[src/rtl/control_fsm.sv]
// Multi-cycle control sequencer for the 16-bit accumulator CPU (IDLE/FETCH/DECODE/EXEC/HOLD/HALT).
// Define CU_ILLEGAL_TRAP_EN to trap illegal opcodes into HALT instead of treating them as NOP.
module control_fsm #(
  parameter int OPCODE_W  = 5,
  parameter int JUMP_HOLD = 6
) (
  input  logic                clk,
  input  logic                rst,
  input  logic [OPCODE_W-1:0] opcode,
  input  logic                zr,
  input  logic                ng,
  input  logic                mem_ready,
  output logic                zx,
  output logic                nx,
  output logic                zy,
  output logic                ny,
  output logic                f,
  output logic                no,
  output logic                load_acc,
  output logic                load_mem,
  output logic                ir_load,
  output logic                pc_inc,
  output logic                pc_load,
  output logic                pc_hold,
  output logic                halted,
  output logic                illegal
);

  localparam logic [2:0] S_IDLE   = 3'd0;
  localparam logic [2:0] S_FETCH  = 3'd1;
  localparam logic [2:0] S_DECODE = 3'd2;
  localparam logic [2:0] S_EXEC   = 3'd3;
  localparam logic [2:0] S_HOLD   = 3'd4;
  localparam logic [2:0] S_HALT   = 3'd5;

  localparam logic [4:0] OP_LDA  = 5'h12;
  localparam logic [4:0] OP_STA  = 5'h13;
  localparam logic [4:0] OP_JMP  = 5'h14;
  localparam logic [4:0] OP_JZ   = 5'h15;
  localparam logic [4:0] OP_JN   = 5'h16;
  localparam logic [4:0] OP_HALT = 5'h17;
  localparam logic [4:0] OP_JNZ  = 5'h18;
  localparam logic [4:0] OP_JP   = 5'h19;
  localparam logic [4:0] OP_NOP  = 5'h1A;

  localparam logic [3:0] HOLD_LEN = 4'(JUMP_HOLD);
  localparam logic       HOLD_EN  = (JUMP_HOLD != 0);

  logic [2:0]          state_r;
  logic [2:0]          next_state_s;
  logic [OPCODE_W-1:0] op_r;
  logic                zr_r;
  logic                ng_r;
  logic [3:0]          hold_cnt_r;
  logic [4:0]          op_low_s;
  logic                upper_nz_s;
  logic                illegal_op_s;
  logic                jump_taken_s;
  logic [5:0]          alu_s;

  // ALU control word (zx nx zy ny f no) for the ALU opcodes and LDA.
  function automatic logic [5:0] alu_ctrl(input logic [4:0] op);
    logic [5:0] c;
    case (op)
      5'h00:   c = 6'b101010;
      5'h01:   c = 6'b111111;
      5'h02:   c = 6'b111010;
      5'h03:   c = 6'b001100;
      5'h04:   c = 6'b110001;
      5'h05:   c = 6'b001101;
      5'h06:   c = 6'b100001;
      5'h07:   c = 6'b001111;
      5'h08:   c = 6'b110011;
      5'h09:   c = 6'b011111;
      5'h0A:   c = 6'b110111;
      5'h0B:   c = 6'b001110;
      5'h0C:   c = 6'b110010;
      5'h0D:   c = 6'b000010;
      5'h0E:   c = 6'b010011;
      5'h0F:   c = 6'b000111;
      5'h10:   c = 6'b000000;
      5'h11:   c = 6'b010101;
      5'h12:   c = 6'b110000;
      default: c = 6'b000000;
    endcase
    return c;
  endfunction

  generate
    if (OPCODE_W > 5) begin : g_upper
      assign upper_nz_s = |op_r[OPCODE_W-1:5];
    end else begin : g_no_upper
      assign upper_nz_s = 1'b0;
    end
  endgenerate

  assign op_low_s     = op_r[4:0];
  assign illegal_op_s = upper_nz_s | (op_low_s > OP_NOP);
  assign alu_s        = alu_ctrl(op_low_s);

  // Jump condition evaluated on the flags captured in DECODE, never the live ones.
  always_comb begin
    jump_taken_s = 1'b0;
    case (op_low_s)
      OP_JMP:  jump_taken_s = 1'b1;
      OP_JZ:   jump_taken_s = zr_r;
      OP_JN:   jump_taken_s = ng_r;
      OP_JNZ:  jump_taken_s = ~zr_r;
      OP_JP:   jump_taken_s = ~zr_r & ~ng_r;
      default: jump_taken_s = 1'b0;
    endcase
  end

  // Next-state logic.
  always_comb begin
    next_state_s = state_r;
    case (state_r)
      S_IDLE: next_state_s = S_FETCH;
      S_FETCH: begin
        if (mem_ready) next_state_s = S_DECODE;
        else           next_state_s = S_FETCH;
      end
      S_DECODE: next_state_s = S_EXEC;
      S_EXEC: begin
        if (illegal_op_s) begin
`ifdef CU_ILLEGAL_TRAP_EN
          next_state_s = S_HALT;
`else
          next_state_s = S_FETCH;
`endif
        end else if (op_low_s == OP_STA) begin
          if (mem_ready) next_state_s = S_FETCH;
          else           next_state_s = S_EXEC;
        end else if (op_low_s == OP_HALT) begin
          next_state_s = S_HALT;
        end else if (jump_taken_s && HOLD_EN) begin
          next_state_s = S_HOLD;
        end else begin
          next_state_s = S_FETCH;
        end
      end
      S_HOLD: begin
        if (hold_cnt_r == 4'd0) next_state_s = S_FETCH;
        else                    next_state_s = S_HOLD;
      end
      S_HALT:  next_state_s = S_HALT;
      default: next_state_s = S_IDLE;
    endcase
  end

  // State, latched opcode/flags and post-jump hold counter.
  always_ff @(posedge clk) begin
    if (rst) begin
      state_r    <= S_IDLE;
      op_r       <= '0;
      zr_r       <= 1'b0;
      ng_r       <= 1'b0;
      hold_cnt_r <= 4'd0;
    end else begin
      state_r <= next_state_s;
      if (state_r == S_DECODE) begin
        op_r <= opcode;
        zr_r <= zr;
        ng_r <= ng;
      end else begin
        op_r <= op_r;
        zr_r <= zr_r;
        ng_r <= ng_r;
      end
      // Loaded with length-1 so HOLD lasts exactly JUMP_HOLD cycles.
      if ((state_r == S_EXEC) && (next_state_s == S_HOLD)) begin
        hold_cnt_r <= HOLD_LEN - 4'd1;
      end else if ((state_r == S_HOLD) && (hold_cnt_r != 4'd0)) begin
        hold_cnt_r <= hold_cnt_r - 4'd1;
      end else begin
        hold_cnt_r <= 4'd0;
      end
    end
  end

  // Moore output decode of state and op_r; only ir_load and STA pc_inc see mem_ready.
  always_comb begin
    {zx, nx, zy, ny, f, no} = 6'b000000;
    load_acc = 1'b0;
    load_mem = 1'b0;
    ir_load  = 1'b0;
    pc_inc   = 1'b0;
    pc_load  = 1'b0;
    pc_hold  = 1'b0;
    halted   = 1'b0;
    illegal  = 1'b0;
    case (state_r)
      S_FETCH: ir_load = mem_ready;
      S_EXEC: begin
        if (illegal_op_s) begin
          illegal = 1'b1;
`ifdef CU_ILLEGAL_TRAP_EN
          pc_inc = 1'b0;
`else
          pc_inc = 1'b1;
`endif
        end else if (op_low_s <= OP_LDA) begin
          {zx, nx, zy, ny, f, no} = alu_s;
          load_acc = 1'b1;
          pc_inc   = 1'b1;
        end else if (op_low_s == OP_STA) begin
          load_mem = 1'b1;
          pc_inc   = mem_ready;
        end else if (op_low_s == OP_HALT) begin
          pc_inc = 1'b0;
        end else if (op_low_s == OP_NOP) begin
          pc_inc = 1'b1;
        end else if (jump_taken_s) begin
          pc_load = 1'b1;
        end else begin
          pc_inc = 1'b1;
        end
      end
      S_HOLD: pc_hold = 1'b1;
      S_HALT: begin
        halted = 1'b1;
`ifdef CU_ILLEGAL_TRAP_EN
        illegal = illegal_op_s;
`else
        illegal = 1'b0;
`endif
      end
      default: ir_load = 1'b0;
    endcase
  end

endmodule
[config.mk]
export PLATFORM = sky130hd
export DESIGN_NAME = control_fsm
export DESIGN_NICKNAME = d
export VERILOG_FILES = /design/src/rtl/control_fsm.sv
export SDC_FILE = /design/constraint.sdc
export NUM_CORES = 1
export LEC_CHECK = 0
export BUFFER_PORTS_ARGS = -buffer_cell sky130_fd_sc_hd__buf_2
export CORE_MARGIN = 2
export CORE_UTILIZATION = 57
export CTS_BUF_LIST = sky130_fd_sc_hd__clkbuf_8
export CTS_CLUSTER_SIZE = 28
export DETAILED_ROUTE_END_ITERATION = 12
export PLACE_DENSITY = 0.89
export SLEW_MARGIN = 20
export SYNTH_ARGS = -nofsm -noshare
export SYNTH_HDL_FRONTEND = slang
export SYNTH_SLANG_ARGS = --single-unit
[constraint.sdc]
create_clock -name clk -period 2.41 [get_ports clk]
set_input_delay 0.3615 -clock clk [delete_from_list [all_inputs] [get_ports clk]]
set_output_delay 0.3615 -clock clk [all_outputs]
set_load 0.01 [all_outputs]
==> flow_summary.ini <==
[placed_design]
dpl.cell_count = 221
postPlaceCellArea_um2 = 1510
dp_hpwl_um = 2400
pre_cts_slack_ps = 74.6
port_buffers = 23
placer_s_final_routability_congestion_estimate = 0.913

[global_routing]
grt_pass1_wl_um = 5180
antenna_violations_before_repair = 0
grt_max_degree = 17
number_of_global_route_vias_before_repair = 1276
global_route.overflow_total = 0
globalRouteTotalUtil_pct = 24.8

[clock_network]
clock_latency_ps = 260
cts_root_buf = sky130_fd_sc_hd__clkbuf_8
clk_transition_reported_paths_ps = 70
cts_sinks = 20
tritoncts = done
htree_num_levels = 1
cts.path.max_buffers = 2
tritoncts.num_buffers = 3
number_of_buffers_added_to_fix_hold_violations_after_cts = 0

[synth]
synth_flop_cell = sky130_fd_sc_hd__dfxtp_1
synth_async_sr_flop_share_pct = 0
synth_top_area_share_pct = 29.5
post_synth_edffs = 0
synth_top_cells_by_area = sky130_fd_sc_hd__dfxtp_1, sky130_fd_sc_hd__ha_1, sky130_fd_sc_hd__nor2_1
yosysTopAreaCell = sky130_fd_sc_hd__dfxtp_1
yosysSeqAreaShare_pct = 29.5
postSynthRegisterBits = 20
syn_inst = 173
synth.yosys.warnings = 0
syn_area_um2 = 1360
synthesized_netlist_net_count = 191
synthesis.area_per_instance_um2 = 7.85
ys_types = 48

[cells_and_area]
multi_input_combinational_cell_area_um2 = 882
fill_cells = 183
layout-area-overhead-vs-synth_pct = 18.4
most-common-layout-cells = sky130_fd_sc_hd__nor2_1, sky130_fd_sc_hd__buf_2, sky130_fd_sc_hd__dfxtp_1, sky130_fd_sc_hd__a21oi_1, sky130_fd_sc_hd__inv_1
finalNetCount = 218
insertedDiodeCount = 0
layout-drive-gt1-share_pct = 23.1
finalNonFillerCells = 227
most_common_cell_after_layout_fill_and_taps_aside = sky130_fd_sc_hd__nor2_1
finish.utilization_pct = 72.0
fin_area_um2 = 1610
seq_area_um2 = 404

[timing]
setup_violations = 0
timing.fmax_mhz = 434
worstMarginPinSlew_ps = 712
rsz0062_at_grt = true
relSlewSlack_pct = 52.2
final.min_clock_period_ps = 2300
finalClockSkew_ps = 1.15
slew_viol_final = 0
final.period_utilization_pct = 95.5
setup_tns_ps = 0
final_critical_path_setup_slack_ps = 108
finalHoldViolCount = 0

[floorplan]
num_rows = 17
floorplan.initialDensity_pct = 60.8
core_um2 = 2230
fp.dieArea_um2 = 2790
ioPinCount = 24
fp.dieW_um = 52.8
vertical_die_dimension_um = 52.8

[route]
route.antenna.remaining_nets = 0
post_drt_via_cell_ratio = 5.91
starting_drt_drc_count = 42
detailroute.via_count = 1341
firstDrtPassIters = 4
route.detailed.wl_per_inst_um = 14.6
drcViolationCount = 0
wirelength_um = 3310

[setup_path]
critPathKind = register to primary output
timing.reg2reg.worst_path_depth = 10
data_required_time_at_the_worst_endpoint_ps = 2050
worst_path_max_fanout = 10
worst-r2r-setup-slack_ps = 160
data_arrival_time_of_the_worst_path_ps = 1940
crit_path_end_kind = primary output
worst_setup_path_start_kind = register
reg2reg_from = state_r[2]
worstReg2RegEnd = alu_s[5]

[min_path]
hold_depth = 3
min_to = zr_r
min_delay_src = zr
hold_path_class = input port to register

[pwr]
power.static_leakage_nw = 0.721
cellPowerDensity_nw_per_um2 = 500
maximum_vdd_ir_drop_mv = 0.487

[run_status]
status = finished clean

[run]
maxCapViolations = 0
## area by class of cell
| class | count | area share (%) |
|---|---|---|
| clock inverter | 1 | 1.87 |
| tap | 28 | 2.18 |
| timing repair buffer | 30 | 10.4 |
| inverter | 13 | 3.03 |
| clock buffer | 3 | 2.57 |
| multi-input combinational | 132 | 54.8 |
| sequential | 20 | 25.1 |
## cell usage after synthesis (2+ instances only)
master / count
sky130_fd_sc_hd__nor2_1: 26
sky130_fd_sc_hd__dfxtp_1: 20
sky130_fd_sc_hd__a21oi_1: 15
sky130_fd_sc_hd__inv_1: 9
sky130_fd_sc_hd__ha_1: 8
sky130_fd_sc_hd__and2_1: 7
sky130_fd_sc_hd__nand2_1: 6
sky130_fd_sc_hd__nand3_1: 6
sky130_fd_sc_hd__nor3_1: 6
sky130_fd_sc_hd__nand2b_1: 5
sky130_fd_sc_hd__clkbuf_1: 4
sky130_fd_sc_hd__mux2i_1: 4
sky130_fd_sc_hd__o21ai_0: 4
sky130_fd_sc_hd__o21ai_1: 4
sky130_fd_sc_hd__buf_2: 3
sky130_fd_sc_hd__inv_2: 3
sky130_fd_sc_hd__nand3b_1: 3
sky130_fd_sc_hd__nor2b_1: 3
sky130_fd_sc_hd__xnor2_1: 3
sky130_fd_sc_hd__a211oi_1: 2
sky130_fd_sc_hd__a32o_1: 2
sky130_fd_sc_hd__nor3b_1: 2
sky130_fd_sc_hd__o22ai_1: 2
sky130_fd_sc_hd__or3b_1: 2
## worst max-delay path: stages (launching register included)
cell	delay, ps
sky130_fd_sc_hd__dfxtp_4	400
sky130_fd_sc_hd__or3b_1	390
sky130_fd_sc_hd__nor3_1	150
sky130_fd_sc_hd__nor3_1	100
sky130_fd_sc_hd__or4_4	450
sky130_fd_sc_hd__inv_1	70
sky130_fd_sc_hd__buf_2	120
## state kept, by name, summed over array words and instances (netlist names)
signal and flops:
alu_s 6, op_low_s 5, hold_cnt_r 4, state_r 3
ng_r 1, zr_r 1
## through the flow
stage / hold WS [ps] / power [W]
floorplan: 485 / 0.000436
global placement: 506 / 0.000464
detailed placement: 555 / 0.000469
CTS: 340 / 0.000800
global route: 371 / 0.000829
finish: 335 / 0.000804
## routing by layer
metal / track usage (%) / part of all wire [%] / up-vias
met5: 0 / 0 / -
met4: 8.97 / 1.4 / 0
met3: 3.43 / 4.1 / 4
met2: 46.5 / 54 / 41
met1: 28.0 / 41 / 639
li1: - / - / 657
## kinds of logic (layout without fill, tap and decap cells)
family | Yosys count | in the layout | synth area share, %
flip-flops | 20 | 20 | 29.5
buffers and inverters | 21 | 47 | 6.35
XOR/XNOR | 4 | 4 | 2.58
adder cells (fa/ha/maj) | 8 | 8 | 7.37
multiplexers | 6 | 6 | 5.43
AND/OR/NAND/NOR | 73 | 73 | 29.1
AO/OA/AOI/OAI | 41 | 41 | 19.7
## power by group
group | internal (W) | leakage, nW | total (W) | switching, W
registers | 0.000344 | 0.163 | 0.000357 | 0.0000124
logic | 0.0000503 | 0.522 | 0.000111 | 0.0000610
clock network | 0.000222 | 0.0357 | 0.000336 | 0.000114
## how the worst max path moves through the flow
stage                      startpoint  cells past startpoint       end
after floorplan            state_r[1]                     11  alu_s[5]
after global placement     state_r[2]                     10  alu_s[5]
after detailed placement   state_r[2]                     10  alu_s[5]
after CTS                 op_low_s[3]                      6   pc_load
after global routing       state_r[2]                     10  alu_s[5]
final                     op_low_s[3]                      6   pc_load
## repair_timing
item | in CTS | in global routing
resized for setup | 1 | 5
pin swaps | 1 | 1
setup endpoints to repair | 2 | 10
hold endpoints to repair | 0 | 0
buffers inserted | 1 | 1
Note: power is estimated with default switching activity, not from simulation.
